$ cat src/rtl/rotation_cmd_sequencer.sv
// rotation_cmd_sequencer: turns ASCII L/R rotation commands into signed coprocessor deltas and streams results back
// clk_slow, rst           : clock (rising edge) and synchronous active-high reset
// rx_data, rx_valid       : ASCII byte strobe from the UART receiver
// cp_din, cp_din_valid    : delta word and one-cycle issue strobe to the coprocessor
// cp_ctrl, cp_dout        : coprocessor output-mux select and result bus
// tx_data, tx_valid, tx_ready : result bytes to the UART transmitter, MSB first
// busy, err               : command in flight (beyond parsing) and sticky protocol error
module rotation_cmd_sequencer #(
    parameter int WIDTH_DIN = 128,
    parameter int WIDTH_COMPUTE = 32,
    parameter int MAX_DIGITS = 4
) (
    input  logic                 clk_slow,
    input  logic                 rst,
    input  logic [7:0]           rx_data,
    input  logic                 rx_valid,
    output logic [WIDTH_DIN-1:0] cp_din,
    output logic                 cp_din_valid,
    output logic [2:0]           cp_ctrl,
    input  logic [WIDTH_DIN-1:0] cp_dout,
    output logic [7:0]           tx_data,
    output logic                 tx_valid,
    input  logic                 tx_ready,
    output logic                 busy,
    output logic                 err
);
    localparam int NB = WIDTH_COMPUTE / 8;
    localparam int CW = $clog2(MAX_DIGITS + 1);
    localparam int IW = $clog2(NB + 1);
    typedef enum logic [3:0] {IDLE, DIGITS, ISSUE, SKIP, FLUSH1, GAP, FLUSH2, SELECT, TX} state_t;
    state_t st, nxt;
    logic [WIDTH_COMPUTE-1:0] mag, result, sval, shifted;
    logic [CW-1:0] cnt;
    logic [IW-1:0] idx;
    logic dir, set_err, is_digit, is_dir, is_eol, room;
    logic unused_dout;
    assign is_digit = rx_data >= 8'h30 && rx_data <= 8'h39;
    assign is_dir = rx_data == 8'h4C || rx_data == 8'h52;
    assign is_eol = rx_data == 8'h0A || rx_data == 8'h0D;
    assign room = cnt != CW'(MAX_DIGITS);
    assign sval = dir ? -mag : mag;
    // the byte being sent is always moved to the top of the word
    assign shifted = result << {idx, 3'b000};
    assign unused_dout = ^cp_dout[WIDTH_DIN-1:WIDTH_COMPUTE];
    assign busy = !(st == IDLE || st == DIGITS);
    assign cp_din_valid = st == ISSUE || st == FLUSH1 || st == FLUSH2;
    assign cp_din = st == ISSUE ? {{(WIDTH_DIN-WIDTH_COMPUTE){sval[WIDTH_COMPUTE-1]}}, sval} : '0;
    assign cp_ctrl = (st == SELECT || st == TX) ? 3'b100 : 3'b000;
    assign tx_valid = st == TX;
    assign tx_data = tx_valid ? shifted[WIDTH_COMPUTE-1 -: 8] : 8'h00;
    always_ff @(posedge clk_slow)
        st <= rst ? IDLE : nxt;
    always_comb begin
        nxt = st;
        set_err = 1'b0;
        case (st)
            IDLE: if (rx_valid) begin
                if (is_dir) nxt = DIGITS;
                else if (rx_data == 8'h3D) nxt = FLUSH1;
                else if (!is_eol) begin
                    set_err = 1'b1;
                    nxt = SKIP;
                end
            end
            DIGITS: if (rx_valid && rx_data != 8'h0D) begin
                if (is_digit && room) nxt = DIGITS;
                else if (rx_data == 8'h0A && cnt != '0) nxt = ISSUE;
                else begin
                    set_err = 1'b1;
                    nxt = rx_data == 8'h0A ? IDLE : SKIP;
                end
            end
            ISSUE:  nxt = IDLE;
            SKIP:   nxt = (rx_valid && rx_data == 8'h0A) ? IDLE : SKIP;
            FLUSH1: nxt = GAP;
            GAP:    nxt = FLUSH2;
            FLUSH2: nxt = SELECT;
            SELECT: nxt = TX;
            TX:     nxt = (tx_ready && idx == IW'(NB - 1)) ? IDLE : TX;
            default: nxt = IDLE;
        endcase
        // SKIP is busy but consumes bytes silently while hunting for the line end
        if (rx_valid && busy && st != SKIP) set_err = 1'b1;
    end
    always_ff @(posedge clk_slow) begin
        if (rst) begin
            mag <= '0;
            cnt <= '0;
            dir <= 1'b0;
            result <= '0;
            idx <= '0;
            err <= 1'b0;
        end else begin
            err <= err | set_err;
            if (st == IDLE && rx_valid && is_dir) begin
                dir <= rx_data == 8'h4C;
                mag <= '0;
                cnt <= '0;
            end
            if (st == DIGITS && rx_valid && is_digit && room) begin
                mag <= mag * WIDTH_COMPUTE'(10) + WIDTH_COMPUTE'(rx_data[3:0]);
                cnt <= cnt + CW'(1);
            end
            if (st == SELECT) begin
                result <= cp_dout[WIDTH_COMPUTE-1:0];
                idx <= '0;
            end
            if (st == TX && tx_ready) idx <= idx + IW'(1);
        end
    end
endmodule
$ cat config.mk
export PLATFORM = sky130hd
export DESIGN_NAME = rotation_cmd_sequencer
export DESIGN_NICKNAME = d
export VERILOG_FILES = /design/src/rtl/rotation_cmd_sequencer.sv
export SDC_FILE = /design/constraint.sdc
export NUM_CORES = 1
export LEC_CHECK = 0
export BUFFER_PORTS_ARGS = -buffer_cell sky130_fd_sc_hd__buf_4
export CAP_MARGIN = 20
export CORE_ASPECT_RATIO = 1.1
export CORE_MARGIN = 10
export CORE_UTILIZATION = 51
export CTS_BUF_LIST = sky130_fd_sc_hd__clkbuf_16
export CTS_CLUSTER_DIAMETER = 80
export DETAILED_ROUTE_END_ITERATION = 6
export PLACE_DENSITY = 0.84
export SYNTH_ARGS = -nofsm -noshare
export SYNTH_HDL_FRONTEND = slang
export SYNTH_SLANG_ARGS = --single-unit
$ cat constraint.sdc
create_clock -name clk_slow -period 10.35 [get_ports clk_slow]
set_clock_uncertainty 0.1 [all_clocks]
set_input_delay 2.07 -clock clk_slow [delete_from_list [all_inputs] [get_ports clk_slow]]
set_output_delay 2.07 -clock clk_slow [all_outputs]
set_load 0.005 [all_outputs]
Word-level counts from Yosys, hierarchy flattened
Cells that the tools add are included.
Storage, ports and cells
  latch bits: 0
  logic and storage cells: 92
  register bits after elaboration: 76
  output and inout bits: 143
  ROM bits: 0
  memories: 0
  RAM bits: 0
Cells by class
  bitwise operators: 1
  add/subtract/negate cells: 4
  multipliers: 1
  shifts and indexed selects: 1
  reduce and logical (&&, ||, !) cells: 26
  $lt $le $gt $ge: 2
  equality and inequality tests: 20
  div/mod/pow operators: 0
  mux-type cells: 30
Operators with widths (count)
  128-bit two-way mux: 1
  32-bit two-way mux: 3
  32-bit by 4-bit adder with 32-bit output: 1
  32-bit by 3-bit multiplier with 31-bit output (second input constant): 1
  32-bit negation: 1
  4-bit one-hot mux with 8 select lines: 1
  32-bit by 6-bit << shifter with 32-bit output: 1
  4-bit two-way mux: 6
  4-bit by 3-bit equality test with 1-bit output (second input constant): 4
  8-bit by 4-bit equality test with 1-bit output (second input constant): 2
  8-bit by 7-bit equality test with 1-bit output (second input constant): 2
  3-bit two-way mux: 5
  1-bit logical AND: 14
  4-bit by 2-bit equality test with 1-bit output (second input constant): 2
  8-bit by 6-bit equality test with 1-bit output (second input constant): 1
  8-bit by 6-bit >= comparator with 1-bit output (second input constant): 1
  8-bit by 6-bit <= comparator with 1-bit output (second input constant): 1
  1-bit two-way mux: 8
  2-bit two-way mux: 4
  8-bit two-way mux: 1
  8-bit by 4-bit != test with 1-bit output (second input constant): 1
  3-bit by 1-bit adder with 3-bit output (second input constant): 2
  1-bit logical OR: 6
  4-bit by 1-bit equality test with 1-bit output (second input constant): 1
  other kinds (14): 15

Longest topological paths before layout
Gate-level depths: netlist of the first run.
  depth in word-level cells: 9
  mapped depth: 12

Worst setup path before layout of the first run
No wires, ideal clock.
  path type: reg2out
  from: register mag[6]
  to: output cp_din[100]
  path buffers: 1
  cell stages (with the launch flop): 9
  slack: 2342 ps
  arrival: 5838 ps
  cell sequence: dfxtp_1 -> or4_4 -> or3_4 -> or4_4 -> or3_4 -> o31ai_2 -> xor2_1 -> nor2_1 -> buf_4
Between the ends
  longest elaborated chain between the ends: 3
Ends and longest elaborated chain
  from (decl): RTL line 32  | logic [WIDTH_COMPUTE-1:0] mag, result, sval, shifted;
  from (signal assigned): RTL line 101  | mag <= mag * WIDTH_COMPUTE'(10) + WIDTH_COMPUTE'(rx_data[3:0]);
  32-bit negation: RTL line 41  | assign sval = dir ? -mag : mag;
  32-bit two-way mux: RTL line 41
  128-bit two-way mux: RTL line 47  | assign cp_din = st == ISSUE ? {{(WIDTH_DIN-WIDTH_COMPUTE){sval[WIDTH_COMPUTE-1]}}, sval} : '0;
  to (decl): RTL line 17  | output logic [WIDTH_DIN-1:0] cp_din,
No other way between the ends.

Worst setup path after layout of the first run
  from: register mag[2]
  to: output cp_din[46]
The elaborated chain is that of the path after synthesis.

==> flow_summary.ini, run 1 <==
[route]
drt-initial-drc-count = 494
ant_nets = 0
wl_per_cell_um = 16.8
totalWireLength_um = 20700
drc = 0
dr.pass1.iters = 5
vias_per_cell = 5.77
vias = 7120

[clocking]
clock_latency_ps = 350
clock_path_buffers = 2
post_cts_buffers = 0
cts-resized-gates = 0
cts_max_level = 3
cts-hold-fix-buffers = 0
root_buffer = clkbuf_16
cts_buffers = 9
cts.sinks = 76
cts_tree = built
clk_pin_slew_ps = 70

[floorplan]
pin_count = 283
fp.dieW_um = 136
rows = 46
coreArea_mm2 = 0.0145
die_area_mm2 = 0.0202
initial_core_util_pct = 52.4
die_height_um = 148

[worst_hold_path]
hold_path.class = reg -> reg

[synth]
synth_cells = 981
netlist_area_mm2 = 0.00761
synth_ff_type = dfxtp_1
syn_avg_cell_area_um2 = 7.75
yosys_warnings = 0
yosysTopAreaCell = dfxtp_1
synth_edf_count = 0
yosysSeqAreaShare_pct = 20.0
synth.area.top_cells = dfxtp_1 20%, ha_1 10%, buf_4 9.9%, nand2_1 6.0%, nor2_1 5.1%
synth_cell_types = 93
yosys.area.top_type_share_pct = 20.0
yosys_register_bits = 76
async_flop_share_pct = 0

[timing]
tns_ps = 0
tightest_slew_ps = 794
timing.final.crit_share_pct = 59.6
rsz0062_at_grt = no
slew_violations = 0
setup_viol_count_final = 0
period_minus_slack_ps = 6170
max_freq_ghz = 0.162
hold_viol_final = 0
fin_ws_ps = 4180
relSlewSlack_pct = 47.0

[power]
max-vdd-ir-drop_mv = 0.0932
clock_power_share_pct = 46.2
power.switching_mw = 0.181
swShare_pct = 27.0
internal_power_mw = 0.489
seq_power_share_pct = 44.9
power_density_mw_per_mm2 = 77.6
p_leak_nw = 3.77
p_comb_share_pct = 8.9

[critical_path]
required_ps = 8180
start_kind = flip-flop
path_class = reg -> out
critPathMaxFanout = 97
arrival_ps = 4000
end_kind = output port

[cells_and_area]
finish.utilization_pct = 59.6
antenna_cells = 0
final_nets = 1241
fillers = 1316
drive_above_1_share_pct = 25.5
stdcell_area_mm2 = 0.00864
syn2layout_area_growth_pct = 13.6

[grt]
grt-ovfl-total = 0
first_global_vias = 6604
grt_max_degree = 98
track_usage_pct = 19.1
grt_antenna_before_repair = 0
grt_pass1_wl_um = 32500

[place]
hpwl_um = 15900
place_area_mm2 = 0.00832
pre_cts_slack_ps = 4550
port-buffer-count = 184
gp_congestion = 0.886

[flow_run]
drv_cap = 0

[status]
outcome = finished clean
[worst max-delay path, stage by stage, from the launching register on]
cell and delay, ps:
dfxtp_1 410, nor3_1 240, nand3_1 120, or2_2 320
or3_4 380, or4_4 480, or3_4 380, o31ai_2 200
xor2_1 130, nor2_4 80, buf_4 640, buf_4 240
[kinds of logic after synthesis]
kind of cell | after synthesis | synth area share (%)
and+or+nand+nor | 375 | 24.9
AOI/OAI and AO/OA | 219 | 19.6
buffers and inverters | 162 | 13.4
DFF | 76 | 20.0
xor gates and xnor gates | 69 | 7.94
adders and majority gates | 65 | 10.9
muxes | 14 | 3.19
other | 1 | 0.0493
[synthesized netlist by cell type, drive strengths merged (7+ instances only)]
cell type  instances
a22oi             20
nor2b             10
dfxtp             76
a21o               8
xnor2             25
a21oi             83
clkbuf            34
nor3              27
or3                7
inv               15
xor2              44
and3              14
nor2             105
mux4               8
nand2            123
o211ai             7
or4                7
or2                7
o31ai             11
buf              113
nand3             23
nand4             11
o21ai             39
ha                63
[worst paths after layout]
kind,startpoint,to,slack (ps),depth (start not counted)
max reg2reg,mag[18]$_SDFFE_PP0P_,mag[28]$_SDFFE_PP0P_,6010,11
min reg2reg,result[10]$_SDFFE_PP0P_,result[10]$_SDFFE_PP0P_,350,2
min,result[10]$_SDFFE_PP0P_,result[10]$_SDFFE_PP0P_,350,2
max,mag[2]$_SDFFE_PP0P_,cp_din[46],4180,11
[power groups by stage]
stage	Combinational (mW)	Clock, mW	Sequential [mW]
detailed placement	0.0592	0	0.308
CTS	0.0597	0.314	0.301
global placement	0.0583	0	0.307
global route	0.0658	0.324	0.301
floorplan	0.0387	0	0.303
finish	0.0598	0.309	0.301
[cell usage in the layout (no fill, tap or decap), types with 4 or more instances in the layout]
master,count
a21oi_2,5
o211ai_1,5
and2_1,5
nor2_1,103
xnor2_1,25
or2_2,4
xor2_1,44
inv_1,15
nor3_1,25
o21bai_1,5
o21a_1,4
nand2_1,122
a21o_1,8
nand3_1,23
nor2b_1,10
clkbuf_16,9
buf_4,189
nand2b_1,4
and3_1,14
nand4b_1,4
nor3b_1,4
or4_4,4
a22oi_1,20
dfxtp_1,76
ha_1,63
mux4_2,8
or3_4,5
nand4_1,8
o21ai_0,31
o31ai_1,9
mux2i_1,4
a211o_1,4
a21oi_1,77
o41ai_1,5
o21ai_1,6
[flip-flops by register name (all words and copies together) (netlist names)]
name / count
st: 4
err: 1
dir: 1
result: 32
mag: 32
cnt: 3
idx: 3
[final cells by class]
| cell class | instances | area, µm² | area share (%) |
|---|---|---|---|
| clock inverter | 7 | 67.6 | 0.782 |
| inverter | 15 | 56.3 | 0.652 |
| timing repair buffer | 190 | 1450 | 16.7 |
| tap | 192 | 240 | 2.78 |
| sequential | 76 | 1520 | 17.6 |
| multi-input combinational | 744 | 5080 | 58.8 |
| clock buffer | 9 | 225 | 2.61 |
[layer usage]
metal | wire (µm) | global-route usage (%)
met1 | 8970 | 23.8
met5 | 0 | 0
met2 | 9280 | 31.0
met3 | 1860 | 4.28
met4 | 639 | 7.73
[stage by stage]
stage | total power, mW | cells | hold slack [ps]
2_1_floorplan | 0.342 | 982 | 333
3_3_place_gp | 0.366 | 1216 | 339
3_5_place_dp | 0.367 | 1216 | 343
4_1_cts | 0.675 | 1232 | 352
5_1_grt | 0.691 | 1233 | 374
6_report | 0.670 | 1233 | 352
Note: power is estimated with default switching activity, not from simulation.
==> inputs of run 2 (changes only) <==
Settings changed: ABC_AREA set to 1, CORE_UTILIZATION 51 to 52.
Clock period 10.35 ns to 6.07 ns, I/O delays scaled along.
==> flow_summary.ini, run 2 <==
[synth]
synth_ff_type = dfxtp_1
yosys.area.top_type_share_pct = 18.4
synth_cells = 1405
yosysTopAreaCell = dfxtp_1
synth_commonest_cells = 349 x nand2_1, 187 x nor2_1, 166 x inv_1, 100 x a21oi_1, 98 x buf_4
synth.area.top_cells = dfxtp_1 18%, nand2_1 16%, ha_1 9.5%, buf_4 8.9%, nor2_1 8.5%
synth.most_common_cell = nand2_1
syn_avg_cell_area_um2 = 5.89
yosys_warnings = 0
synth_cell_types = 46
synth_edf_count = 0
yosys_register_bits = 76
async_flop_share_pct = 0
netlist_area_mm2 = 0.00827
yosysSeqAreaShare_pct = 18.4

[critical_path]
end_kind = output port
crit_family = simple AND/OR/NAND/NOR gates
cp_slowest_cell = buf_4
cpPeakStageDelay_ps = 650
r2r_cells = 19
arrival_ps = 3440
critPathMaxFanout = 97
worstPathCellList = inv_1 > nand3_1 > nor3_2 > nand3_1 > nor3_2 > nand3_1 > inv_1 > nand4_1 > nand2_1 > nand2_1 > nand2_1 > nor3b_4 > buf_4 > buf_4
r2r-start = mag[3]$_SDFFE_PP0P_
cp_num_buf_inv = 4
rrSetupSlack_ps = 2730
path_class = reg -> out
start_kind = flip-flop
required_ps = 4760
rr_endpoint = mag[24]$_SDFFE_PP0P_

[cells_and_area]
reg.largest.list = mag: 32 flops, result: 32 flops, st: 4 flops
final_nets = 1683
drive_above_1_share_pct = 18.2
syn2layout_area_growth_pct = 13.4
antenna_cells = 0
finalNonFillerCells = 1683
layout_commonest_cell = nand2_1
layout_common_cells = 349 x nand2_1, 189 x buf_4, 187 x nor2_1

[status]
outcome = finished clean

[clocking]
cts-hold-fix-buffers = 0
clock_path_buffers = 2
clk_pin_slew_ps = 70
cts.sinks = 76
cts_tree = built
cts-resized-gates = 0
post_cts_buffers = 0
root_buffer = clkbuf_16
cts_max_level = 3
cts_buffers = 9
clock_latency_ps = 350

[grt]
grt-ovfl-total = 0
grt_max_degree = 98
first_global_vias = 8165
grt_antenna_before_repair = 0
track_usage_pct = 21.5
grt_pass1_wl_um = 39600

[power]
p_comb_share_pct = 17.6
p_leak_nw = 4.90
internal_power_mw = 0.877
max-vdd-ir-drop_mv = 0.157
power_density_mw_per_mm2 = 136
swShare_pct = 31.1
seq_power_share_pct = 40.6
clock_power_share_pct = 41.8
power.switching_mw = 0.396

[flow_run]
drv_cap = 0

[floorplan]
initial_core_util_pct = 52.8
coreArea_mm2 = 0.0157
die_height_um = 152
die_area_mm2 = 0.0214
rows = 48
fp.dieW_um = 140
pin_count = 283

[timing]
max_freq_ghz = 0.210
relSlewSlack_pct = 38.9
hold_viol_final = 0
tns_ps = 0
timing.final.crit_share_pct = 78.3
setup_viol_count_final = 0
period_minus_slack_ps = 4760
rsz0062_at_grt = no
tightest_slew_ps = 911
slew_violations = 0

[route]
ant_nets = 0
vias = 9006
dr.pass1.iters = 5
drt-initial-drc-count = 762
vias_per_cell = 5.35
totalWireLength_um = 24400
drc = 0
wl_per_cell_um = 14.5

[worst_hold_path]
min_to = idx[2]$_SDFFE_PP0P_
holdPathStages = 2
hp-start = idx[2]$_SDFFE_PP0P_
hold_path.class = reg -> reg

[place]
gp_congestion = 0.950
port-buffer-count = 184
place_inst = 1667
hpwl_um = 19400
-- run 2: cell type report --
| type | instances | area (µm²) |
|---|---|---|
| clock inverters | 7 | 65.1 |
| clock buffers | 9 | 225 |
| flip-flops and latches | 76 | 1520 |
| repair buffers | 189 | 1420 |
| well taps | 200 | 250 |
| fillers | 1503 | 6290 |
| multi-input cells | 1027 | 5250 |
| inverters | 175 | 657 |
-- run 2: power by group through the flow --
stage               clock (mW)  combinational [mW]  sequential (mW)
detailed placement           0               0.219            0.528
CTS                      0.536               0.220            0.516
finish                   0.533               0.224            0.517
floorplan                    0               0.137            0.526
global placement             0               0.215            0.528
global route             0.561               0.251            0.517
-- run 2: how the worst max path moves through the flow --
stage / endpoint / slack (ps) / start / cells after the start
final: cp_din[100] / 1310 / mag[1]$_SDFFE_PP0P_ / 14
after detailed placement: cp_din[71] / 1730 / mag[1]$_SDFFE_PP0P_ / 14
after CTS: cp_din[71] / 1330 / mag[1]$_SDFFE_PP0P_ / 14
after global routing: cp_din[81] / 940 / mag[1]$_SDFFE_PP0P_ / 14
after floorplan: cp_din[100] / 1000 / mag[1]$_SDFFE_PP0P_ / 13
after global placement: cp_din[71] / 1790 / mag[1]$_SDFFE_PP0P_ / 14
-- run 2: per-stage QoR --
step / hold slack, ps / setup WS [ps] / cell area, µm² / total power, mW / util [%]
after floorplan: 339 / 997 / 8290 / 0.664 / -
after global placement: 348 / 1790 / 9090 / 0.742 / 58.0
after detailed placement: 355 / 1730 / 9090 / 0.746 / 58.0
after CTS: 365 / 1330 / 9380 / 1.27 / 59.9
after global routing: 388 / 939 / 9380 / 1.33 / 59.9
final: 364 / 1310 / 9380 / 1.27 / 59.9
-- run 2: logic make-up (layout without fill, tap and decap cells) --
logic type | count (synthesis) | count (layout) | share of synthesized area (%)
buf+inv | 303 | 380 | 18.4
flops | 76 | 76 | 18.4
compound gates | 212 | 212 | 13.4
other cells | 1 | 2 | 0.0453
simple gates | 742 | 742 | 39.1
xor+xnor | 6 | 6 | 0.635
fa+ha+maj | 65 | 65 | 10.0
-- run 2: per-layer routing --
| metal | wire [µm] | part of all wire [%] | up-vias | track usage [%] |
|---|---|---|---|---|
| met3 | 1720 | 7.0 | 55 | 4.52 |
| li1 | - | - | 4572 | - |
| met1 | 10000 | 41 | 4034 | 25.4 |
| met4 | 683 | 2.8 | 0 | 5.91 |
| met2 | 12000 | 49 | 345 | 38.0 |
| met5 | 0 | 0 | - | 0 |
-- run 2: tightest hold or removal path, delay by kind of cell, from the launching register on --
family / cells / cell delay, ps
flip-flops: 1 / 310
AND/OR/NAND/NOR: 1 / 60
AO/OA/AOI/OAI: 1 / 50
